--- src/rtl/mem_arb_pkg.sv ---
// Shared types and helpers for the requester arbiter in front of mem_ctrl.
package mem_arb_pkg;

  localparam int unsigned NUM_MST    = 4;
  localparam int unsigned DATA_WIDTH = 32;
  localparam int unsigned ADDR_WIDTH = 32;
  localparam int unsigned MAX_OUTST  = 4;
  localparam int unsigned ID_W       = $clog2(NUM_MST);
  localparam int unsigned BE_W       = DATA_WIDTH / 8;

  typedef logic [ID_W-1:0]    mst_id_t;
  typedef logic [NUM_MST-1:0] mst_vec_t;

  typedef struct packed {
    logic [ADDR_WIDTH-1:0] addr;
    logic [DATA_WIDTH-1:0] data;
    logic [BE_W-1:0]       be;
    logic                  wen;
  } mem_req_t;

  // One-hot pick of the first request at or above ptr, wrapping around.
  function automatic mst_vec_t rr_pick(input mst_vec_t req, input mst_id_t ptr);
    mst_vec_t gnt;
    logic     found;
    mst_id_t  idx;
    gnt   = '0;
    found = 1'b0;
    for (int unsigned i = 0; i < NUM_MST; i++) begin
      idx = mst_id_t'((32'(ptr) + i) % NUM_MST);
      if (!found && req[idx]) begin
        gnt[idx] = 1'b1;
        found    = 1'b1;
      end
    end
    return gnt;
  endfunction

  function automatic mst_id_t oh2id(input mst_vec_t oh);
    mst_id_t id;
    id = '0;
    for (int unsigned i = 0; i < NUM_MST; i++) begin
      if (oh[i]) id = id | mst_id_t'(i);
    end
    return id;
  endfunction

endpackage

--- src/rtl/mem_id_fifo.sv ---
// Small synchronous FIFO holding the requester ID of each outstanding read.
module mem_id_fifo #(
  parameter int unsigned DEPTH = 4,
  parameter int unsigned WIDTH = 2
) (
  input  logic             clk_i,
  input  logic             rst_i,
  input  logic             push_i,
  input  logic [WIDTH-1:0] data_i,
  input  logic             pop_i,
  output logic [WIDTH-1:0] head_o,
  output logic             full_o,
  output logic             empty_o
);

  localparam int unsigned PTR_W = $clog2(DEPTH);
  localparam int unsigned CNT_W = PTR_W + 1;

  logic [PTR_W-1:0] wr_ptr_q, wr_ptr_d, rd_ptr_q, rd_ptr_d;
  logic [CNT_W-1:0] count_q, count_d;
  logic [WIDTH-1:0] mem_q [DEPTH];
  logic [WIDTH-1:0] mem_d [DEPTH];
  logic             do_push, do_pop;

  // Status only depends on registered state, so callers may feed it back into push/pop.
  assign empty_o = (count_q == '0);
  assign full_o  = (count_q == CNT_W'(DEPTH));
  assign head_o  = mem_q[rd_ptr_q];

  // A push into a full FIFO is accepted only alongside a real pop.
  always_comb begin
    do_pop   = pop_i & ~empty_o;
    do_push  = push_i & (~full_o | do_pop);
    wr_ptr_d = wr_ptr_q + PTR_W'(do_push);
    rd_ptr_d = rd_ptr_q + PTR_W'(do_pop);
    count_d  = count_q + CNT_W'(do_push) - CNT_W'(do_pop);
    mem_d    = mem_q;
    if (do_push) mem_d[wr_ptr_q] = data_i;
  end

  always_ff @(posedge clk_i) begin
    if (rst_i) begin
      wr_ptr_q <= '0;
      rd_ptr_q <= '0;
      count_q  <= '0;
    end else begin
      wr_ptr_q <= wr_ptr_d;
      rd_ptr_q <= rd_ptr_d;
      count_q  <= count_d;
    end
  end

  always_ff @(posedge clk_i) begin
    mem_q <= mem_d;
  end

endmodule

--- src/rtl/mem_req_arbiter.sv ---
// Round-robin merge of NUM_MST requesters onto the mem_ctrl slave port, with
// in-order read-response routing through an ID FIFO.
module mem_req_arbiter
  import mem_arb_pkg::*;
#(
  parameter int unsigned NUM_MST    = mem_arb_pkg::NUM_MST,
  parameter int unsigned DATA_WIDTH = mem_arb_pkg::DATA_WIDTH,
  parameter int unsigned ADDR_WIDTH = mem_arb_pkg::ADDR_WIDTH,
  parameter int unsigned MAX_OUTST  = mem_arb_pkg::MAX_OUTST,
  parameter int unsigned BE_W       = DATA_WIDTH / 8
) (
  input  logic                         clk_i,
  input  logic                         rst_i,
  input  logic [NUM_MST-1:0]           m_req_i,
  output logic [NUM_MST-1:0]           m_gnt_o,
  input  logic [NUM_MST*ADDR_WIDTH-1:0] m_addr_i,
  input  logic [NUM_MST*DATA_WIDTH-1:0] m_data_i,
  input  logic [NUM_MST*BE_W-1:0]      m_be_i,
  input  logic [NUM_MST-1:0]           m_wen_i,
  output logic [DATA_WIDTH-1:0]        m_r_data_o,
  output logic [NUM_MST-1:0]           m_r_valid_o,
  input  logic [NUM_MST-1:0]           m_r_ready_i,
  output logic                         s_req_o,
  input  logic                         s_gnt_i,
  output logic [ADDR_WIDTH-1:0]        s_addr_o,
  output logic [DATA_WIDTH-1:0]        s_data_o,
  output logic [BE_W-1:0]              s_be_o,
  output logic                         s_wen_o,
  input  logic [DATA_WIDTH-1:0]        s_r_data_i,
  input  logic                         s_r_valid_i,
  output logic                         s_r_ready_o,
  output logic                         err_o
);

  mem_req_t req_pl [NUM_MST];
  mem_req_t win;
  mst_vec_t elig, win_oh;
  mst_id_t  win_id, head_id;
  mst_id_t  rr_ptr_q, rr_ptr_d, lock_id_q, lock_id_d;
  logic     lock_q, lock_d, err_q, err_d;
  logic     fifo_full, fifo_empty, fifo_push, fifo_pop, rd_ok, hs;

  mem_id_fifo #(
    .DEPTH (MAX_OUTST),
    .WIDTH (ID_W)
  ) u_id_fifo (
    .clk_i   (clk_i),
    .rst_i   (rst_i),
    .push_i  (fifo_push),
    .data_i  (win_id),
    .pop_i   (fifo_pop),
    .head_o  (head_id),
    .full_o  (fifo_full),
    .empty_o (fifo_empty)
  );

  // Response routing; with nothing outstanding a stray response is swallowed.
  always_comb begin
    s_r_ready_o = fifo_empty ? 1'b1 : m_r_ready_i[head_id];
    fifo_pop    = s_r_valid_i & s_r_ready_o & ~fifo_empty;
    m_r_data_o  = s_r_data_i;
    m_r_valid_o = '0;
    if (!rst_i && s_r_valid_i && !fifo_empty) m_r_valid_o[head_id] = 1'b1;
  end

  // Request arbitration; a stalled winner stays locked until its handshake.
  always_comb begin
    for (int i = 0; i < NUM_MST; i++) begin
      req_pl[i].addr = m_addr_i[i*ADDR_WIDTH +: ADDR_WIDTH];
      req_pl[i].data = m_data_i[i*DATA_WIDTH +: DATA_WIDTH];
      req_pl[i].be   = m_be_i[i*BE_W +: BE_W];
      req_pl[i].wen  = m_wen_i[i];
    end
    rd_ok     = ~fifo_full | fifo_pop;
    elig      = m_req_i & (m_wen_i | {NUM_MST{rd_ok}});
    win_oh    = lock_q ? (elig & (mst_vec_t'(1) << lock_id_q)) : rr_pick(elig, rr_ptr_q);
    win_id    = oh2id(win_oh);
    win       = req_pl[win_id];
    s_req_o   = ~rst_i & (|win_oh);
    s_addr_o  = win.addr;
    s_data_o  = win.data;
    s_be_o    = win.be;
    s_wen_o   = win.wen;
    hs        = s_req_o & s_gnt_i;
    m_gnt_o   = hs ? win_oh : '0;
    fifo_push = hs & ~win.wen;
  end

  always_comb begin
    rr_ptr_d  = rr_ptr_q;
    lock_d    = lock_q;
    lock_id_d = lock_id_q;
    err_d     = err_q | (s_r_valid_i & fifo_empty) | (s_gnt_i & ~s_req_o);
    if (hs) begin
      rr_ptr_d = (32'(win_id) == NUM_MST - 1) ? '0 : win_id + mst_id_t'(1);
      lock_d   = 1'b0;
    end else if (s_req_o) begin
      lock_d    = 1'b1;
      lock_id_d = win_id;
    end else begin
      lock_d = 1'b0;
    end
  end

  always_ff @(posedge clk_i) begin
    if (rst_i) begin
      rr_ptr_q  <= '0;
      lock_q    <= 1'b0;
      lock_id_q <= '0;
      err_q     <= 1'b0;
    end else begin
      rr_ptr_q  <= rr_ptr_d;
      lock_q    <= lock_d;
      lock_id_q <= lock_id_d;
      err_q     <= err_d;
    end
  end

  assign err_o = err_q;

endmodule

--- config.mk ---
export PLATFORM = sky130hd
export DESIGN_NAME = mem_req_arbiter
export DESIGN_NICKNAME = d
export VERILOG_FILES = /design/src/rtl/mem_arb_pkg.sv /design/src/rtl/mem_id_fifo.sv /design/src/rtl/mem_req_arbiter.sv
export SDC_FILE = /design/constraint.sdc
export NUM_CORES = 1
export LEC_CHECK = 0
export CAP_MARGIN = 10
export CORE_AREA = 8 8 160 162
export CTS_CLUSTER_SIZE = 40
export DETAILED_ROUTE_END_ITERATION = 12
export DIE_AREA = 0 0 168 170
export PLACE_DENSITY = 0.59
export SETUP_SLACK_MARGIN = 0.05
export SYNTH_ARGS = -nofsm -noshare
export SYNTH_HDL_FRONTEND = slang
export SYNTH_SLANG_ARGS = --single-unit
--- constraint.sdc ---
create_clock -name clk_i -period 6 [get_ports clk_i]
set_input_delay 1.2 -clock clk_i [delete_from_list [all_inputs] [get_ports clk_i]]
set_output_delay 1.2 -clock clk_i [all_outputs]
set_load 0.02 [all_outputs]
# Word-level counts from Yosys, hierarchy flattened
# Index checks and enable logic that the tools add are counted.
[word_totals] out_inout_bits=112 regBits=21 input_bits=320
[op_classes] muxes=45 n_reduce_logical=20 n_lt_le_gt_ge=14 eq_ne=2 addsub=8 shifts=1 bitwise=28
[op_table] cell="69-bit binary-select mux with 2-bit select" n=1
[op_table] cell="69-bit 2-to-1 mux" n=2
[op_table] cell="4-bit 2-to-1 mux" n=7
[op_table] cell="1-bit 2-to-1 mux" n=16
[op_table] cell="4-bit bitwise OR" n=4
[op_table] cell="2-bit by 3-bit < comparator with 1-bit output (second input constant)" n=5
[op_table] cell="2-bit 2-to-1 mux" n=6
[op_table] cell="1-bit logical AND" n=11
[op_table] cell="1-bit binary-select mux with 2-bit select" n=5
[op_table] cell="1-bit demux with 2-bit select" n=5
[op_table] cell="2-bit by 1-bit >= comparator with 1-bit output (second input constant)" n=5
[op_table] cell="1-bit bitwise AND" n=9
[op_table] cell="3-bit >= comparator (second input constant)" n=3
[op_table] cell="2-bit inverter with 3-bit output" n=3
[op_table] cell="4-bit bitwise AND" n=2
[op_table] cell="8-bit bitwise mux" n=1
[op_table] cell="1-bit inverter" n=6
[op_table] cell="1-bit logical NOT" n=5
[op_table] cell="2-bit by 1-bit adder with 2-bit output" n=2
[op_table] cell="2-bit by 1-bit adder with 2-bit output (second input constant)" n=2
[op_table] cell="2-bit adder (second input constant)" n=2
[op_table] cell="2-bit binary-select mux with 2-bit select" n=1
[op_table] cell="2-bit demux with 2-bit select" n=1
[op_table] cell="1-bit bitwise OR" n=4
[op_table] cell="10 further kinds" n=10

# Depth between registers and ports, before layout
[logic_depth] ltp_word=37 mapped_depth=21 mapped_depth_nobuf=18

# Cells and area by module
# Synthesis repeated with hierarchy kept, for this count alone.
[unflattened] cells_unflattened=453 area_unflattened_um2=4052.6
[by_module_without_submodules] mod="mem_req_arbiter" seq_area_each_um2=120.1 area_each_um2=3375.7 n_inst=1 cells_per_inst=405
[by_module_without_submodules] mod="mem_id_fifo" seq_area_each_um2=380.4 area_each_um2=676.9 n_inst=1 cells_per_inst=48

# Worst setup path before layout
# No wires, ideal clock.
[synth_timing] kind="register -> output" start="register rr_ptr_q[0]" end="output port s_addr_o[0]" setup_slack_ps=841 required_ps=4800 t_arrival_ps=3959 stages_incl_launch_ff=14 path_cell_list="dfxtp_1 -> clkbuf_1 -> inv_1 -> ha_1 -> clkbuf_1 -> mux4_2 -> and2_1 -> or4_1 -> and3_1 -> o31a_1 -> o211a_2 -> buf_6 -> buf_2 -> mux2i_1"
[synth_via] elab_chain_cells=20 elab_cells_between_ends=55 classes_between="add/sub (3); order compare (8); mux (30); bitwise (4); reduce/logical (10)"
[synth_rtl] element="from (decl)" line="mem_req_arbiter.sv:39" source="mst_id_t rr_ptr_q, rr_ptr_d, lock_id_q, lock_id_d;"
[synth_rtl] element="from (signal assigned)" line="mem_req_arbiter.sv:112" source="rr_ptr_q <= rr_ptr_d;"
[synth_rtl] element="parallel branches: the longest is 11 deep, another holds 2-bit by 3-bit < comparator with 1-bit output"
[synth_rtl] element="4-bit 2-to-1 mux (*)" line="mem_arb_pkg.sv:30" source="if (!found && req[idx]) begin"
[synth_rtl] element="4-bit 2-to-1 mux (*)" line="mem_req_arbiter.sv:76" source="win_oh = lock_q ? (elig & (mst_vec_t'(1) << lock_id_q)) : rr_pick(elig, rr_ptr_q);"
[synth_rtl] element="1-bit 2-to-1 mux" line="mem_arb_pkg.sv:42" source="if (oh[i]) id = id | mst_id_t'(i);"
[synth_rtl] element="2-bit 2-to-1 mux" line="mem_arb_pkg.sv:42"
[synth_rtl] element="2-bit 2-to-1 mux (*)" line="mem_arb_pkg.sv:42"
[synth_rtl] element="2-bit inverter with 3-bit output (not written as such) (*)" line="mem_req_arbiter.sv:78" source="win = req_pl[win_id];"
[synth_rtl] element="69-bit binary-select mux with 2-bit select (*)" line="mem_req_arbiter.sv:78"
[synth_rtl] element="69-bit 2-to-1 mux (not written as such) (*) (2 in series)" line="mem_req_arbiter.sv:78"
[synth_rtl] element="to (decl)" line="mem_req_arbiter.sv:25" source="output logic [ADDR_WIDTH-1:0] s_addr_o,"
# Every way passes the cells marked *. The select of a mux whose other input is x is not followed.

# Worst setup path after layout
[layout_timing] start="input port m_r_ready_i[2]" end="output port s_data_o[23]"
[layout_via] elab_chain_cells=28 elab_cells_between_ends=41 classes_between="mux (25); bitwise (10); reduce/logical (6)"
[layout_rtl] element="from (decl)" line="mem_req_arbiter.sv:22" source="input logic [NUM_MST-1:0] m_r_ready_i,"
[layout_rtl] element="1-bit binary-select mux with 2-bit select (*)" line="mem_req_arbiter.sv:59" source="s_r_ready_o = fifo_empty ? 1'b1 : m_r_ready_i[head_id];"
[layout_rtl] element="1-bit 2-to-1 mux (not written as such) (*)" line="mem_req_arbiter.sv:59"
[layout_rtl] element="1-bit 2-to-1 mux (*)" line="mem_req_arbiter.sv:59"
[layout_rtl] element="1-bit bitwise AND (*) (2 in series)" line="mem_req_arbiter.sv:60" source="fifo_pop = s_r_valid_i & s_r_ready_o & ~fifo_empty;"
[layout_rtl] element="1-bit bitwise OR (*)" line="mem_req_arbiter.sv:74" source="rd_ok = ~fifo_full | fifo_pop;"
[layout_rtl] element="4-bit bitwise OR (*)" line="mem_req_arbiter.sv:75" source="elig = m_req_i & (m_wen_i | {NUM_MST{rd_ok}});"
[layout_rtl] element="4-bit bitwise AND (*)" line="mem_req_arbiter.sv:75"
[layout_rtl] element="1-bit binary-select mux with 2-bit select" line="mem_arb_pkg.sv:30"
[layout_rtl] element="[10 not listed]"
[layout_rtl] element="4-bit 2-to-1 mux" line="mem_arb_pkg.sv:30"
[layout_rtl] element="4-bit 2-to-1 mux (*)" line="mem_req_arbiter.sv:76"
[layout_rtl] element="1-bit 2-to-1 mux" line="mem_arb_pkg.sv:42"
[layout_rtl] element="2-bit 2-to-1 mux" line="mem_arb_pkg.sv:42"
[layout_rtl] element="2-bit 2-to-1 mux (*)" line="mem_arb_pkg.sv:42"
[layout_rtl] element="2-bit inverter with 3-bit output (not written as such) (*)" line="mem_req_arbiter.sv:78"
[layout_rtl] element="69-bit binary-select mux with 2-bit select (*)" line="mem_req_arbiter.sv:78"
[layout_rtl] element="69-bit 2-to-1 mux (not written as such) (*) (2 in series)" line="mem_req_arbiter.sv:78"
[layout_rtl] element="to (decl)" line="mem_req_arbiter.sv:26" source="output logic [DATA_WIDTH-1:0] s_data_o,"
# Mark *: on every way between the ends. The rest lies on a longest branch, timed or not. The select of a mux whose other input is x is not followed.

==> results_dict.tcl <==
set metrics [dict create \
    status "finished clean" \
    track_usage_pct 14.5 \
    placed_cells 1120 \
    fin_crit_ns 5.81 \
    fin_util_pct 37.7 \
    power_frac_clock_pct 2.4 \
    yosysTopAreaCellShare_pct 49.1 \
    drtIter0Drc 122 \
    wl_um 23100 \
    dieArea_mm2 0.0286 \
    fin_crit_sh_pct 96.8 \
    synth_cell_types 62 \
    yosysMostFrequentCell "mux2i_1" \
    total_power_mw 5.79 \
    worst_skew_pair.late_latency_ns 0.25 \
    ctsHtreeMaxLevel 1 \
    drive_above_1_share_pct 15.9 \
    grt_start_max_net_pins 33 \
    timing_hold_violations_final 0 \
    setup_viol 0 \
    num_rows 56 \
    synth_seq_cells 21 \
    clock_path_buffers 2 \
    cts_sinks 21 \
    p_sw_share_pct 49.6 \
    startpoint "m_r_ready_i[2]" \
    hold_path.class "flip-flop to flip-flop" \
    netlist_area_mm2 0.00424 \
    synth_ff_type "dfxtp_1" \
    synth_top_cells_by_count "208 x mux2i_1, 45 x buf_4, 24 x nor2_1" \
    start_util_pct 18.4 \
    max_freq_mhz 172 \
    vias 4882 \
    synth_cells 456 \
    cp_data_required_time_ns 4.80 \
    critical_path_class "input pin to output pin" \
    ys_async_sr_fraction_pct 0 \
    nNetsFinal 1179 \
    hold_buffers 0 \
    fillers 2366 \
    overflow 0 \
    yosysTopAreaCell "mux2i_1" \
    startpoint_type "input pin" \
    fp.dieW_um 168 \
    fin_area_mm2 0.00869 \
    cts_root_buffer "clkbuf_16" \
    final_max_slew_viol_count 0 \
    maxSlewHeadroom_pct 59.9 \
    r2r_start "u_id_fifo.rd_ptr_q[0]$_SDFF_PP0_" \
    power.leakage_nw 4.09 \
    hpwlAfterDp_um 20000 \
    drc 0 \
    postPlaceCellArea_mm2 0.00845 \
    yosys-top-cells-area "mux2i_1 49%, buf_4 8.0%, dfxtp_1 6.1%" \
    antenna_cells 0 \
    internal_power_mw 2.92 \
    cp-end-kind "output pin" \
    syn_nets 787 \
    fin_skew_ns 0.00163 \
    place_congestion 0.880 \
    vdd_ir_drop_max_uv 242 \
    clk_pin_slew_worst_paths_ns 0.06 \
    instances_no_fill 1137 \
    cts_buffers 3 \
    path_max_fanout 12 \
    p_seq_share_pct 4.1 \
    drt_pass1_iterations 4 \
    hold_start "lock_id_q[1]$_SDFFE_PP0P_" \
    worstPathArrival_ns 4.61 \
    synth_warnings 0 \
    grt_setup_unrepaired "true" \
    coreArea_mm2 0.0231 \
    antenna_found_initial 1 \
    grt_pass1_vias 5281 \
    via_per_inst 4.29 \
    tightest_slew_ns 0.600 \
    combPwrFrac_pct 93.5 \
    yosysSeqAreaShare_pct 11.8 \
    grt_pass1_wl_um 32100 \
    power_density_mw_per_mm2 666 \
    wl_per_cell_um 20.3 \
    maxCapViolCount 0 \
    cts_tree "yes" \
    p_switching_mw 2.87 \
    synth_edf_count 8 \
    syn_to_final_growth_pct 105 \
    die_h_um 170 \
    ios 432 \
    port_buffers 367 \
    avgSynthCellArea_um2 9.30 \
    timing.setup.tns_ns 0 \
    antenna_left 0 \
]
registers in the layout (all words and copies together) (netlist names):
signal,cells
err_o,1
u_id_fifo.mem_q,8
u_id_fifo.wr_ptr_q,2
lock_id_q,2
u_id_fifo.count_q,3
lock_q,1
rr_ptr_q,2
u_id_fifo.rd_ptr_q,2
final timing paths:
check | endpoint | slack, ns | cells after the start
worst min register to register | lock_id_q[1]$_SDFFE_PP0P_ | 0.54 | 1
worst max register to register | u_id_fifo.count_q[2]$_SDFF_PP0_ | 1.10 | 17
worst min-delay path | lock_id_q[1]$_SDFFE_PP0P_ | 0.54 | 1
worst max-delay path | s_data_o[23] | 0.19 | 16
area by class of cell:
class                      count  area, um2  share of cell area [%]
tap                          290        363                    4.18
clock buffer                   3       75.1                   0.864
timing repair buffer         446       4350                    50.1
clock inverter                 1       5.00                  0.0576
sequential                    21        500                    5.76
multi-input combinational    357       3320                    38.3
inverter                      19       71.3                   0.821
power by group through the flow:
stage	Sequential [mW]	Clock, mW	Combinational, mW
after floorplan	0.234	0	3.11
after global placement	0.242	0	5.41
after detailed placement	0.242	0	5.42
after CTS	0.239	0.142	5.10
after global routing	0.244	0.148	5.73
final	0.238	0.139	5.41
cells in the final DEF, fill, tap and decap left out, types with 6 or more instances in the layout:
| cell type | netlist | final |
|---|---|---|
| clkbuf_2 | 0 | 9 |
| edfxtp_1 | 8 | 8 |
| mux2i_1 | 208 | 203 |
| clkdlybuf4s50_1 | 0 | 297 |
| inv_1 | 18 | 18 |
| clkbuf_16 | 0 | 7 |
| nor2_1 | 24 | 24 |
| clkdlybuf4s15_1 | 0 | 15 |
| buf_4 | 45 | 74 |
| nand2_1 | 14 | 14 |
| dlygate4sd2_1 | 0 | 37 |
| dfxtp_1 | 13 | 13 |
| buf_12 | 0 | 10 |
| nand3_1 | 6 | 6 |
| ha_1 | 10 | 10 |
metal layers:
metal / part of all wire (%) / global-route usage [%]
met1: 40 / 16.3
met2: 52 / 27.0
met3: 8.1 / 5.40
met4: 0.19 / 0.543
met5: 0.056 / 0
cell families after synthesis:
logic type	Yosys count	synth area share, %
xor+xnor	4	0.826
simple gates	79	10.2
mux	217	53.0
flops	21	11.8
buf+inv	78	11.5
compound gates	46	9.23
fa+ha+maj	11	3.42
per-stage QoR:
| step | hold WS, ns | worst slack [ns] |
|---|---|---|
| 2_1_floorplan | 0.490 | 0.841 |
| 3_3_place_gp | 0.536 | -0.159 |
| 3_5_place_dp | 0.530 | -0.164 |
| 4_1_cts | 0.544 | 0.142 |
| 5_1_grt | 0.576 | 0.00699 |
| 6_report | 0.539 | 0.191 |
worst max-delay path, stage by stage:
cell and delay, ns:
clkdlybuf4s50_1 0.40, mux2i_1 0.21, mux2i_2 0.15, a211oi_1 0.47, o22a_1 0.19, o211a_1 0.17, nor2_1 0.08, o21a_1 0.11
or3_1 0.45, nor2_8 0.17, buf_12 0.13, buf_12 0.10, clkbuf_16 0.17, mux2i_1 0.19, mux2i_1 0.09, dlygate4sd2_1 0.33
timing repair:
item,CTS,global route
endpoints found under the setup margin,61,67
pin swaps,0,2
resized for setup,64,42
cloned,0,4
buffers inserted,0,9
No activity file was read; power rests on OpenSTA's default activity.
